<file path="src/rtl/vram_slot_arbiter.sv">
// Shares one VDC VRAM port between BG fetch, sprite fetch, CPU and DMA.
// One access in flight; read data is routed back through a latency-matched tag pipe.
module vram_slot_arbiter #(
    parameter int ADDR_W   = 16,
    parameter int DATA_W   = 16,
    parameter int ACC_CYC  = 2,
    parameter int RD_LAT   = 2,
    parameter int MAX_WAIT = 15
) (
    input  logic              clock,
    input  logic              reset,
    input  logic              bg_req,
    input  logic [ADDR_W-1:0] bg_addr,
    input  logic              spr_req,
    input  logic [ADDR_W-1:0] spr_addr,
    input  logic              cpu_req,
    input  logic              cpu_we,
    input  logic [ADDR_W-1:0] cpu_addr,
    input  logic [DATA_W-1:0] cpu_wdata,
    input  logic              dma_req,
    input  logic              dma_we,
    input  logic [ADDR_W-1:0] dma_addr,
    input  logic [DATA_W-1:0] dma_wdata,
    input  logic [DATA_W-1:0] MD_in,
    output logic [3:0]        gnt,
    output logic [3:0]        rvalid,
    output logic [DATA_W-1:0] rdata,
    output logic [ADDR_W-1:0] MA,
    output logic [DATA_W-1:0] MD_out,
    output logic              MRD_n,
    output logic              MWR_n,
    output logic              busy
);

    localparam int CNT_W  = (ACC_CYC > 1) ? $clog2(ACC_CYC) : 1;
    localparam int WAIT_W = $clog2(MAX_WAIT + 1);
    localparam logic [CNT_W-1:0]  LAST     = CNT_W'(ACC_CYC - 1);
    localparam logic [WAIT_W-1:0] WAIT_MAX = WAIT_W'(MAX_WAIT);

    typedef enum logic { S_IDLE, S_ACCESS } state_e;
    typedef enum logic [1:0] { OWN_BG, OWN_SPR, OWN_CPU, OWN_DMA } owner_e;

    function automatic logic [3:0] onehot(input owner_e o);
        return 4'b0001 << o;
    endfunction

    state_e              state_q, state_d;
    logic [CNT_W-1:0]    cnt_q, cnt_d;
    owner_e              owner_q, win;
    logic                we_q, win_we;
    logic [ADDR_W-1:0]   ma_q, win_addr;
    logic [DATA_W-1:0]   md_out_q, win_wdata, rdata_q;
    logic [WAIT_W-1:0]   cpu_wait_q, dma_wait_q;
    logic                rr_q;        // 0: CPU is next in the CPU/DMA rotation
    logic [RD_LAT-1:0]   tag_v_q;
    owner_e              tag_own_q [RD_LAT];
    logic [3:0]          rvalid_q;
    logic                any_req, arb_en, start;

    // Arbitration: starving CPU/DMA first, then BG, SPR, then CPU/DMA round-robin.
    // NOTE: every combinational output gets a default first so no latch is inferred.
    always_comb begin
        win       = OWN_BG;
        win_we    = 1'b0;
        win_addr  = bg_addr;
        win_wdata = '0;
        any_req   = bg_req | spr_req | cpu_req | dma_req;
        arb_en    = (state_q == S_IDLE) || (cnt_q == LAST);
        start     = arb_en && any_req;

        if (cpu_req && cpu_wait_q == WAIT_MAX)          win = OWN_CPU;
        else if (dma_req && dma_wait_q == WAIT_MAX)     win = OWN_DMA;
        else if (bg_req)                                win = OWN_BG;
        else if (spr_req)                               win = OWN_SPR;
        else if (cpu_req && (!dma_req || !rr_q))        win = OWN_CPU;
        else if (dma_req)                               win = OWN_DMA;

        case (win)
            OWN_BG:  win_addr = bg_addr;
            OWN_SPR: win_addr = spr_addr;
            OWN_CPU: begin
                win_addr  = cpu_addr;
                win_we    = cpu_we;
                win_wdata = cpu_wdata;
            end
            OWN_DMA: begin
                win_addr  = dma_addr;
                win_we    = dma_we;
                win_wdata = dma_wdata;
            end
            default: win_addr = bg_addr;
        endcase
    end

    // Next state: the last access cycle re-arbitrates so grants run back-to-back.
    always_comb begin
        state_d = state_q;
        cnt_d   = cnt_q + 1'b1;
        if (arb_en) begin
            state_d = start ? S_ACCESS : S_IDLE;
            cnt_d   = '0;
        end
    end

    // NOTE: sequential state uses non-blocking assignments so every register samples pre-edge values.
    always_ff @(posedge clock) begin
        if (reset) begin
            state_q    <= S_IDLE;
            cnt_q      <= '0;
            owner_q    <= OWN_BG;
            we_q       <= 1'b0;
            ma_q       <= '0;
            md_out_q   <= '0;
            rdata_q    <= '0;
            rvalid_q   <= '0;
            cpu_wait_q <= '0;
            dma_wait_q <= '0;
            rr_q       <= 1'b0;
            // NOTE: the tag pipe is reset, not left as plain storage, so reads in flight are dropped.
            tag_v_q    <= '0;
            for (int i = 0; i < RD_LAT; i++) tag_own_q[i] <= OWN_BG;
        end else begin
            state_q <= state_d;
            cnt_q   <= cnt_d;

            if (start) begin
                owner_q <= win;
                we_q    <= win_we;
                ma_q    <= win_addr;
                if (win_we) md_out_q <= win_wdata;
                if (win == OWN_CPU) rr_q <= 1'b1;
                if (win == OWN_DMA) rr_q <= 1'b0;
            end

            if (!cpu_req || (start && win == OWN_CPU)) cpu_wait_q <= '0;
            else if (cpu_wait_q != WAIT_MAX)           cpu_wait_q <= cpu_wait_q + 1'b1;
            if (!dma_req || (start && win == OWN_DMA)) dma_wait_q <= '0;
            else if (dma_wait_q != WAIT_MAX)           dma_wait_q <= dma_wait_q + 1'b1;

            tag_v_q[0]   <= start && !win_we;
            tag_own_q[0] <= win;
            for (int i = 1; i < RD_LAT; i++) begin
                tag_v_q[i]   <= tag_v_q[i-1];
                tag_own_q[i] <= tag_own_q[i-1];
            end

            rvalid_q <= tag_v_q[RD_LAT-1] ? onehot(tag_own_q[RD_LAT-1]) : 4'b0000;
            if (tag_v_q[RD_LAT-1]) rdata_q <= MD_in;
        end
    end

    always_comb begin
        busy   = (state_q == S_ACCESS);
        gnt    = (busy && cnt_q == '0) ? onehot(owner_q) : 4'b0000;
        MRD_n  = !(busy && !we_q);
        MWR_n  = !(busy && we_q);
        MA     = ma_q;
        MD_out = md_out_q;
        rdata  = rdata_q;
        rvalid = rvalid_q;
    end

endmodule

</file>
<file path="config.mk">
export PLATFORM = sky130hd
export DESIGN_NAME = vram_slot_arbiter
export DESIGN_NICKNAME = d
export VERILOG_FILES = /design/src/rtl/vram_slot_arbiter.sv
export SDC_FILE = /design/constraint.sdc
export NUM_CORES = 1
export LEC_CHECK = 0
export ABC_AREA = 1
export CAP_MARGIN = 30
export CORE_MARGIN = 3
export CORE_UTILIZATION = 37
export CTS_CLUSTER_SIZE = 8
export DETAILED_ROUTE_END_ITERATION = 8
export PLACE_DENSITY = 0.83
export SLEW_MARGIN = 10
export SYNTH_ARGS = -nofsm -noshare
export SYNTH_HDL_FRONTEND = slang
export SYNTH_SLANG_ARGS = --single-unit
</file>
<file path="constraint.sdc">
create_clock -name clock -period 1.5 [get_ports clock]
set_input_delay 0.3 -clock clock [delete_from_list [all_inputs] [get_ports clock]]
set_output_delay 0.3 -clock clock [all_outputs]
set_load 0.02 [all_outputs]
</file>
# Word-level counts from Yosys, hierarchy flattened
# Memories as Yosys holds them, arrays and structs flattened.
# Cells that the tools add are included.
# totals
ff_bits	68
ramBits	4
inputBits	120
out_inout_bits	59
word_cells	80
n_memories	1
# mem_list
name	depth	word_bits	rd	rd_clocked_by_memory_dff	wr	line	source
tag_own_q	2	2	2	0	2	56	owner_e tag_own_q [RD_LAT];
# classes
addsub	3
n_eq_ne	7
n_shift	2
muxes	18
bitwise	8
n_reduce_logical	29
# op_table
op	n
case mux 16 bit (4 select lines)	1
case mux 16 bit (2 select lines)	1
2-to-1 mux 2 bit	8
logical AND 1 bit	10
adder 4 x 1 -> 4 bit, second input constant	2
equality test 4 bit, second input constant	2
inequality test 4 bit, second input constant	2
OR reduction 2 bit	4
left shift 1 x 2 -> 4 bit, first input constant	2
logical NOT 1 bit	7
2-to-1 mux 1 bit	6
bitwise OR 1 bit	5
equality test 2 bit, second input constant	2
logical OR 1 bit	4
2-to-1 mux 4 bit	1
AND reduction 2 bit	2
NOT 1 bit	3
equality test 2 x 1 -> 1 bit, second input constant	1
logical NOT 2 bit	1
case mux 1 bit (2 select lines)	1
nonzero test 2 bit	1
adder 1 bit, second input constant	1

# Depth between registers and ports, before layout
# Gate-level depths: netlist of run 1.
# logic_depth
depth_word	12
mapped_depth	15
depth_no_buf	13

# Worst setup path before layout of run 1
# Ideal clock, no wire load.
# synth_path
path_type	flip-flop to flip-flop
startpoint	reg dma_wait_q[0]
endpoint	reg md_out_q[10] (netlist: MD_out[10])
setup_ps	113
t_arrival_ps	1549
required_time_ps	1387
setup_slack_ps	-162
stages_incl_launch_ff	15
n_path_buf	2
period_less_slack_ps	1662
path_cell_list	dfxtp_1 > ha_1 > nand2_2 > nor2_4 > nand2_4 > nand2_4 > nand2_2 > buf_6 > nand2_4 > inv_4 > buf_6 > nand2_1 > nand2_1 > nor2_1 > nor2_1
# synth_via
elab_chain_cells	7
elab_cells_between_ends	9
classes_between	eq/ne (3); mux (4); reduce/logical (2)
# synth_lines
element	line	source
start, declared	53	logic [WAIT_W-1:0] cpu_wait_q, dma_wait_q;
start signal, assigned	138	else if (dma_wait_q != WAIT_MAX) dma_wait_q <= dma_wait_q + 1'b1;
equality test 4 bit *	72	else if (dma_req && dma_wait_q == WAIT_MAX) win = OWN_DMA;
logical AND 1 bit *	72	
2-to-1 mux 2 bit *	72	
2-to-1 mux 2 bit *	71	if (cpu_req && cpu_wait_q == WAIT_MAX) win = OWN_CPU;
equality test 2 bit	78	case (win)
case mux 1 bit (2 select lines)	78	
AND reduction 2 bit (no line)	-	
end signal, assigned	130	if (win_we) md_out_q <= win_wdata;
end, declared	52	logic [DATA_W-1:0] md_out_q, win_wdata, rdata_q;
# Every way passes the cells marked *; elsewhere a longest branch is shown, timed or not.
# A chain may end at the register's enable or synchronous reset.

# Worst setup path in the final report of run 1
# layout_path
startpoint	reg dma_wait_q[1]
endpoint	reg cpu_wait_q[2]
# layout_via
elab_chain_cells	8
# layout_lines
element	line	source
equality test 4 bit	72	
logical AND 1 bit	72	
2-to-1 mux 2 bit	72	
2-to-1 mux 2 bit	71	
equality test 2 bit	135	if (!cpu_req || (start && win == OWN_CPU)) cpu_wait_q <= '0;
logical AND 1 bit	135	
logical OR 1 bit	135	
OR reduction 2 bit (no line)	-	
end signal, assigned	136	else if (cpu_wait_q != WAIT_MAX) cpu_wait_q <= cpu_wait_q + 1'b1;
end, declared	53	
# Every way passes these cells.

==> results of run 1 <==
power breakdown:
part | internal [mW] | switching [mW] | total, mW | leakage [nW]
clock network | 0.632 | 0.802 | 1.43 | 0.0888
logic | 0.800 | 0.761 | 1.56 | 2.46
registers | 2.04 | 0.0705 | 2.11 | 0.591
timing repair:
item	in CTS	in global routing
buffers inserted	14	3
hold buffers	0	0
cloned	7	1
resized for setup	156	52
pin swaps	20	49
setup endpoints to repair	104	51
final cells by class:
| class | instances | share of cell area (%) |
|---|---|---|
| multi-input cells | 398 | 32.3 |
| well taps | 129 | 2.43 |
| repair buffers | 244 | 37.5 |
| clock inverters | 7 | 0.923 |
| flip-flops and latches | 72 | 21.8 |
| inverters | 50 | 3.20 |
| clock buffers | 9 | 1.86 |
through the flow:
stage / setup TNS [ps] / cell area [um^2] / power, mW / cells
final: -7030 / 6640 / 5.10 / 909
after global routing: -10860 / 6640 / 5.35 / 909
after detailed placement: -24830 / 5840 / 3.51 / 871
after floorplan: -2670 / 3650 / 2.74 / 550
after global placement: -22250 / 5840 / 3.47 / 871
after CTS: -5920 / 6500 / 5.08 / 907
cells by family (layout without fill, tap and decap cells):
group	after synthesis	in the layout	share of synthesized area [%]
AND/OR/NAND/NOR	338	338	40.9
buffers and inverters	80	310	9.82
flip-flops	72	72	40.0
AO/OA/AOI/OAI	56	56	8.15
adder cells (fa/ha/maj)	2	2	0.694
XOR/XNOR	2	2	0.486
worst max-delay path, delay by kind of cell, from the launching register on:
kind / cells / cell delay (ps)
flops: 1 / 360
buf+inv: 3 / 420
fa+ha+maj: 1 / 160
compound gates: 2 / 190
simple gates: 5 / 480
state kept, by name (all words and copies together) (netlist names):
name,flops
cnt_q,1
MD_out,16
MA,16
rvalid,4
rr_q,1
cpu_wait_q,4
owner_q,2
busy,1
we_q,1
tag_v_q,2
dma_wait_q,4
tag_own_q,4
rdata,16
synthesized netlist by cell type, types with 2 or more instances:
master / n
nand3_2: 2
a21oi_1: 27
nand2_2: 5
nor2_1: 113
inv_1: 44
clkbuf_1: 14
inv_2: 4
or2_2: 2
buf_6: 4
nand2_1: 149
buf_2: 10
nand4_1: 23
o21ai_1: 6
nand2_4: 3
o21ai_0: 21
buf_4: 2
nor3_1: 6
dfxtp_1: 72
ha_1: 2
nand3_1: 30
routing by layer:
layer	share of wire [%]	wire length [um]	GRT usage, %	vias to the layer above
met3	5.7	760	4.08	29
met2	53	7030	42.5	172
met4	2.6	351	9.09	0
li1	-	-	-	2190
met5	0	0	0	-
met1	39	5170	26.6	2052
worst max-delay path by stage:
stage	slack, ps	depth (start not counted)	endpoint	from
after detailed placement	-590	12	MA[10]	cpu_req
final	-220	11	cpu_wait_q[2]	dma_wait_q[1]
after CTS	-180	13	MA[10]	dma_wait_q[0]
after floorplan	-110	14	MD_out[10]	dma_wait_q[1]
after global routing	-310	13	MD_out[6]	dma_wait_q[1]
after global placement	-530	11	cpu_wait_q[2]	cpu_req
==> impl_metrics.ini, run 1 <==
[clock_network]
clock-sinks = 72
clk_latency_ps = 340
cts_buffer_depth = 2
cts_tree = built
clk_pin_slew_ps = 80
cts-root-buf = clkbuf_8
htree_levels = 3
numCtsBuffers = 9

[route]
drc = 0
ant_nets = 0
num_vias = 4443
viasPerCell = 4.89
wl_per_cell_um = 14.6
drt_iter0_drc = 222
finalWirelength_um = 13300
firstDrtPassIters = 4

[place]
dp_hpwl_um = 8880
portBuffers = 178
place_congestion = 0.897
dp_slack_ps = -595

[timing]
post-route-min-period_ps = 1720
hold_viol_final = 0
slew_headroom_pct = 66.6
worstMarginPinSlew_ps = 500
finalSetupViolCount = 44
finalCritPeriodShare_pct = 115
drv_slew = 0
hold_ws_ps = 407
max_freq_mhz = 581
rsz0062_at_grt = yes
skew_ps = 12.4
setup_ws_ps = -222

[synthesis]
syn-cell-area_um2 = 3610
ys_async_sr_fraction_pct = 0
synth_top_area_share_pct = 40.0
yosys.area.top_type = dfxtp_1
yosysSeqAreaShare_pct = 40.0
syn_avg_cell_area_um2 = 6.56
ys_top_cells_by_area = dfxtp_1, nand2_1, nor2_1
synth_flop_cell = dfxtp_1
ys_warn_count = 0
ys_seq_elements = 72
synthDistinctLibCells = 31
postSynthCellCount = 550
syn_nets = 672
synth_edf_count = 0

[final_layout]
final_cell_mix = nand2_1, clkdlybuf4s50_1, nor2_1
seq_area_um2 = 1450
multi_input_area_um2 = 2140
nFillCells = 763
layout-drive-gt1-share_pct = 24.4
layout_commonest_cell = nand2_1
fin_util_pct = 70.9
syn_to_final_growth_pct = 84.1
antenna_cells = 0
layout.nets = 897

[floorplan]
die_h_um = 105
design.core.area_um2 = 9370
num_rows = 35
start_util_pct = 38.5
die_w_um = 105
io_pins = 179
die-area_um2 = 11000

[critical_path]
critPathSlowestCell = dfxtp_2
required_ps = 1730
path_cells = ha_4 > nand2_4 > nor2_4 > nand2_4 > nand3_4 > buf_8 > buf_6 > nand2_8 > o211ai_1 > buf_4 > a21oi_2
crit_path_end_kind = register
cp_max_fo = 5
worstPathArrival_ps = 1950
cp_slowest_stage_delay_ps = 360
worstSetupPathType = reg2reg
timing.rr.start = dma_wait_q[1]
r2r_setup_slack_ps = -220
r2r_end = cpu_wait_q[2]
rr_worst_depth = 11
cp_common_cell = nand2_4
startpoint_type = register

[grt]
grt_pass1_vias = 4565
grt_usage_pct = 23.2
antenna_found_initial = 0
grt_first_pass_wirelength_um = 20900
grt_max_degree = 33
overflow = 0

[run]
max-cap-violations = 0

[min_path]
hp-class = reg2reg
hold_end = tag_own_q[0][3]
holdPathStages = 2
min_from = tag_own_q[0][1]

[status]
status = finished with violations
failed_checks = negative setup slack

[power]
power_density_nw_per_um2 = 768
ir_worst_vdd_uv = 430
total_leakage_power_nw = 3.14
Note: power is estimated with default switching activity, not from simulation.
==> inputs of run 2 (changes only) <==
==> constraint.sdc (replaced) <==
create_clock -name clock -period 1.5 [get_ports clock]
set_input_delay 0.225 -clock clock [delete_from_list [all_inputs] [get_ports clock]]
set_output_delay 0.225 -clock clock [all_outputs]
set_load 0.02 [all_outputs]
==> run 2 against run 1 <==
Compared with the run above: hold slack worse by 6.6 ps; register-to-register slack worse by 40 ps; critical path depth unchanged; the flow still finishes with violations (negative setup slack); combinational power is essentially flat; fmax decreased by 2.3%; setup slack worse by 40 ps; largest cell class unchanged; sequential power about the same; clock power is 3% higher.
==> impl_metrics.ini, run 2 (synthesized netlist as in run 1, its figures left out) <==
[status]
status = finished with violations
failed_checks = negative setup slack

[critical_path]
crit_path_end_kind = register
startpoint_type = register
worstSetupPathType = reg2reg
required_ps = 1750
worstPathArrival_ps = 2010
worstSetupStartpoint = dma_wait_q[1]
cp_max_fo = 8
timing.rr.start = dma_wait_q[1]

[timing]
drv_slew = 0
max_freq_mhz = 568
hold_ws_ps = 401
post-route-min-period_ps = 1760
fin_setup_tns_ps = -7940
rsz0062_at_grt = yes
slew_headroom_pct = 70.3
hold_viol_final = 0
finalCritPeriodShare_pct = 117
finalSetupViolCount = 42
setup_ws_ps = -262
worstMarginPinSlew_ps = 445
skew_ps = 15.2

[clock_network]
cts_tree = built
clk_pin_slew_ps = 80
clock-sinks = 72
clk_latency_ps = 350
numCtsBuffers = 9
cts-root-buf = clkbuf_8
hold_buffers = 0
cts_buffer_depth = 2
htree_levels = 3

[power]
combPwrFrac_pct = 30.7
power_density_nw_per_um2 = 765
power_frac_seq_pct = 40.9
swShare_pct = 33.0
clockPowerShare_pct = 28.4
ir_worst_vdd_uv = 490
internal-power_mw = 3.46
p_sw_mw = 1.70
total_leakage_power_nw = 3.24

[route]
finalWirelength_um = 14000
ant_nets = 0
drc = 0
drt_iter0_drc = 171
num_vias = 4496
wl_per_cell_um = 15.3
firstDrtPassIters = 6
viasPerCell = 4.91

[place]
dp_hpwl_um = 9140
place_inst = 869
portBuffers = 178
dp_slack_ps = -565
dpl_cell_area_um2 = 5820
place_congestion = 0.884

[final_layout]
layout_commonest_cell = nand2_1
antenna_cells = 0
stdcell_count = 916
final_area_um2 = 6750
syn_to_final_growth_pct = 87.0
final_cell_mix = nand2_1, clkdlybuf4s50_1, nor2_1
layout.nets = 904
layout-drive-gt1-share_pct = 27.1

[floorplan]
die_w_um = 105
die-area_um2 = 11000
start_util_pct = 38.5
io_pins = 179
die_h_um = 105
num_rows = 35
design.core.area_um2 = 9370

[run]
max-cap-violations = 0

[grt]
antenna_found_initial = 0
overflow = 0
grt_pass1_vias = 4316
grt_usage_pct = 22.3
grt_first_pass_wirelength_um = 20200
grt_max_degree = 34

[min_path]
min_from = tag_own_q[0][0]
hp-class = reg2reg
## run 2: cell types whose count changed in the layout (fill, tap and decap cells not counted), moves of 4 or more
cell / delta
nand2_2: -6
nor2_1: +6
nand2_4: +13
buf_4: +8
a21oi_2: +4
nand2_1: -5
a21oi_1: -4
nand3_1: -8
inv_1: -4
nand3_2: +9
nor2_2: -9
buf_16: -6
## run 2: repair_timing
action | CTS | global route
setup endpoints to repair | 100 | 51
resized for setup | 111 | 109
cloned | 3 | 5
pin swaps | 19 | 31
buffers inserted | 11 | 14
## run 2: layout make-up
cell class                      count  area, um^2
Clock buffer                        9         124
Clock inverter                      7        61.3
Fill cell                         738        2630
Inverter                           50         228
Multi-Input combinational cell    398        2250
Sequential cell                    72        1450
Tap cell                          129         161
Timing Repair Buffer              250        2460
Timing Repair inverter              1        11.3
## run 2: routing by layer
layer | vias to the layer above | wire length [um] | GRT usage, %
li1 | 2206 | - | -
met1 | 2080 | 5260 | 24.7
met2 | 168 | 7480 | 39.9
met3 | 42 | 802 | 5.25
met4 | 0 | 488 | 10.8
met5 | - | 0 | 0
## run 2: through the flow
stage          utilization, %  power, mW
3_3_place_gp             62.1       3.46
5_1_grt                  72.0       5.41
4_1_cts                  66.2       4.97
2_1_floorplan               -       2.75
3_5_place_dp             62.1       3.50
6_report                 72.0       5.16
## run 2: path summary, 6_finish.rpt
check,endpoint,cells after the start,slack (ps)
worst max register to register,MD_out[5],11,-260
worst min-delay path,tag_own_q[0][2],2,400
worst max-delay path,MD_out[5],11,-260
worst min register to register,tag_own_q[0][2],2,400
## run 2: power groups by stage
stage / Sequential (mW) / Combinational [mW] / Clock [mW]
after global placement: 2.15 / 1.31 / 0
after detailed placement: 2.15 / 1.35 / 0
after CTS: 2.11 / 1.37 / 1.49
final: 2.11 / 1.58 / 1.47
after floorplan: 2.27 / 0.481 / 0
after global routing: 2.13 / 1.70 / 1.59
## run 2: worst max-delay path, cell delays in order, from the launching register on
cell and delay, ps:
dfxtp_2 360, ha_4 150, nand2_4 60, nor2_4 140, nand2_4 120, nand2_4 120
nand4_1 140, nand2_2 130, nand2_4 100, clkbuf_16 190, nor2_2 100, nor2_1 50
==> inputs of run 3 (changes only) <==
CORE_UTILIZATION = 38   (was 37)
CTS_BUF_LIST = sky130_fd_sc_hd__clkbuf_4 sky130_fd_sc_hd__clkbuf_8   (was unset)
PLACE_DENSITY = 0.79   (was 0.83)
==> run 3 against run 2 <==
Compared with the run above: the run still ends with negative setup slack left; utilization increased by 0.22 points; clock power about the same; wire length down 9.6%; largest power group unchanged; hold slack improved by 3.5 ps.
==> impl_metrics.ini, run 3 (synthesized netlist as in run 1, its figures left out) <==
[status]
status = finished with violations
failed_checks = negative setup slack

[critical_path]
rr_worst_depth = 12
critPathSlowestCell = dfxtp_2
timing.critical_path.buf_inv = 1
r2r_setup_slack_ps = -250
required_ps = 1790
critPathTopFamily = simple AND/OR/NAND/NOR gates
crit_path_end_kind = register
cp_max_fo = 8
timing.rr.start = dma_wait_q[0]
r2r_end = MD_out[1]
path_cells = ha_4 > nand2_4 > nor2_4 > nand2_4 > nand2_4 > nand4_1 > nand2_2 > nand2_4 > clkbuf_16 > nand2_1 > nand2_1 > nor2_1
cp_slowest_stage_delay_ps = 360
worstPathArrival_ps = 2040
cp_common_cell = nand2_4
worstSetupPathType = reg2reg
cp_num_cells = 12
worstSetupStartpoint = dma_wait_q[0]
startpoint_type = register

[final_layout]
final_area_um2 = 6480
antenna_cells = 0
syn_to_final_growth_pct = 79.7
layout.nets = 895
final_cell_mix = nand2_1, clkdlybuf4s50_1, nor2_1
stdcell_count = 904
layout-drive-gt1-share_pct = 21.3
layout_commonest_cell = nand2_1

[route]
drc = 0
ant_nets = 0
viasPerCell = 4.77
wl_per_cell_um = 14.0
firstDrtPassIters = 5
num_vias = 4313
drt_iter0_drc = 185
finalWirelength_um = 12700

[timing]
hold_viol_final = 0
slew_headroom_pct = 70.2
fin_setup_tns_ps = -7520
finalSetupViolCount = 43
setup_ws_ps = -248
drv_slew = 0
post-route-min-period_ps = 1750
finalCritPeriodShare_pct = 117
rsz0062_at_grt = yes
skew_ps = 13.7
hold_ws_ps = 404
max_freq_mhz = 572
worstMarginPinSlew_ps = 446

[floorplan]
die_h_um = 103
die_w_um = 103
start_util_pct = 40.2
design.core.area_um2 = 8980
io_pins = 179
num_rows = 34
die-area_um2 = 10700

[power]
total_leakage_power_nw = 3.15
p_total_mw = 5.02
internal-power_mw = 3.41
power_frac_seq_pct = 42.0
ir_worst_vdd_uv = 424
swShare_pct = 32.2
power_density_nw_per_um2 = 775
clockPowerShare_pct = 29.2
combPwrFrac_pct = 28.9
p_sw_mw = 1.62

[clock_network]
cts_buffer_depth = 2
clock-sinks = 72
hold_buffers = 0
htree_levels = 3
cts-root-buf = clkbuf_8
clk_latency_ps = 360
numCtsBuffers = 9
cts_tree = built
clk_pin_slew_ps = 90

[min_path]
min_from = tag_v_q[0]
hp-class = reg2reg
holdPathStages = 2
hold_end = tag_v_q[1]

[grt]
grt_first_pass_wirelength_um = 18900
grtUsageMet1_pct = 26.0
grt_max_degree = 31
grtUsageMet2_pct = 40.0
use_met3_pct = 5.30
overflow = 0
grt_pass1_vias = 4119
grt_usage_pct = 22.2
antenna_found_initial = 0
gr-max-usage-layer = met2

[place]
portBuffers = 178
dp_hpwl_um = 8970
dpl_cell_area_um2 = 5840
place_inst = 867
place_congestion = 0.872

[run]
max-cap-violations = 0
run 3: how the worst max path moves through the flow:
stage               slack [ps]       endpoint
finish                    -250      MD_out[1]
floorplan                 -110     MD_out[10]
CTS                       -180      MD_out[2]
detailed placement        -440      MD_out[2]
global route              -350      MD_out[1]
global placement          -410  cpu_wait_q[2]
run 3: cell type report:
cell class | instances | area (um^2)
clock buffer | 9 | 124
clock inverter | 7 | 61.3
fill | 687 | 2490
inverter | 50 | 206
multi-input combinational | 398 | 2080
sequential | 72 | 1450
tap | 126 | 158
timing repair buffer | 242 | 2400
run 3: repair_timing:
| action | in CTS | in global routing |
|---|---|---|
| hold endpoints to repair | 0 | 0 |
| cloned | 1 | 4 |
| buffers inserted | 8 | 11 |
| setup endpoints to repair | 98 | 53 |
| resized for setup | 95 | 62 |
| pin swaps | 4 | 35 |
run 3: power groups by stage:
| stage | Sequential (mW) | Clock (mW) | Combinational (mW) |
|---|---|---|---|
| global placement | 2.15 | 0 | 1.33 |
| CTS | 2.11 | 1.48 | 1.33 |
| global route | 2.13 | 1.57 | 1.57 |
| finish | 2.11 | 1.46 | 1.45 |
| floorplan | 2.27 | 0 | 0.481 |
| detailed placement | 2.15 | 0 | 1.36 |
run 3: metal layers:
metal | up-vias | share of wire [%]
li1 | 2181 | -
met3 | 21 | 6.3
met2 | 157 | 53
met4 | 0 | 1.8
met5 | - | 0
met1 | 1954 | 39
run 3: worst min-delay path, stage by stage, from the launching register on:
cell	delay [ps]
dfxtp_1	310
inv_1	40
nor2_1	30
run 3: metrics by stage:
step / worst slack, ps / util, %
global placement: -407 / 65.1
detailed placement: -444 / 65.1
floorplan: -107 / -
CTS: -177 / 68.1
global route: -346 / 72.2
finish: -248 / 72.2
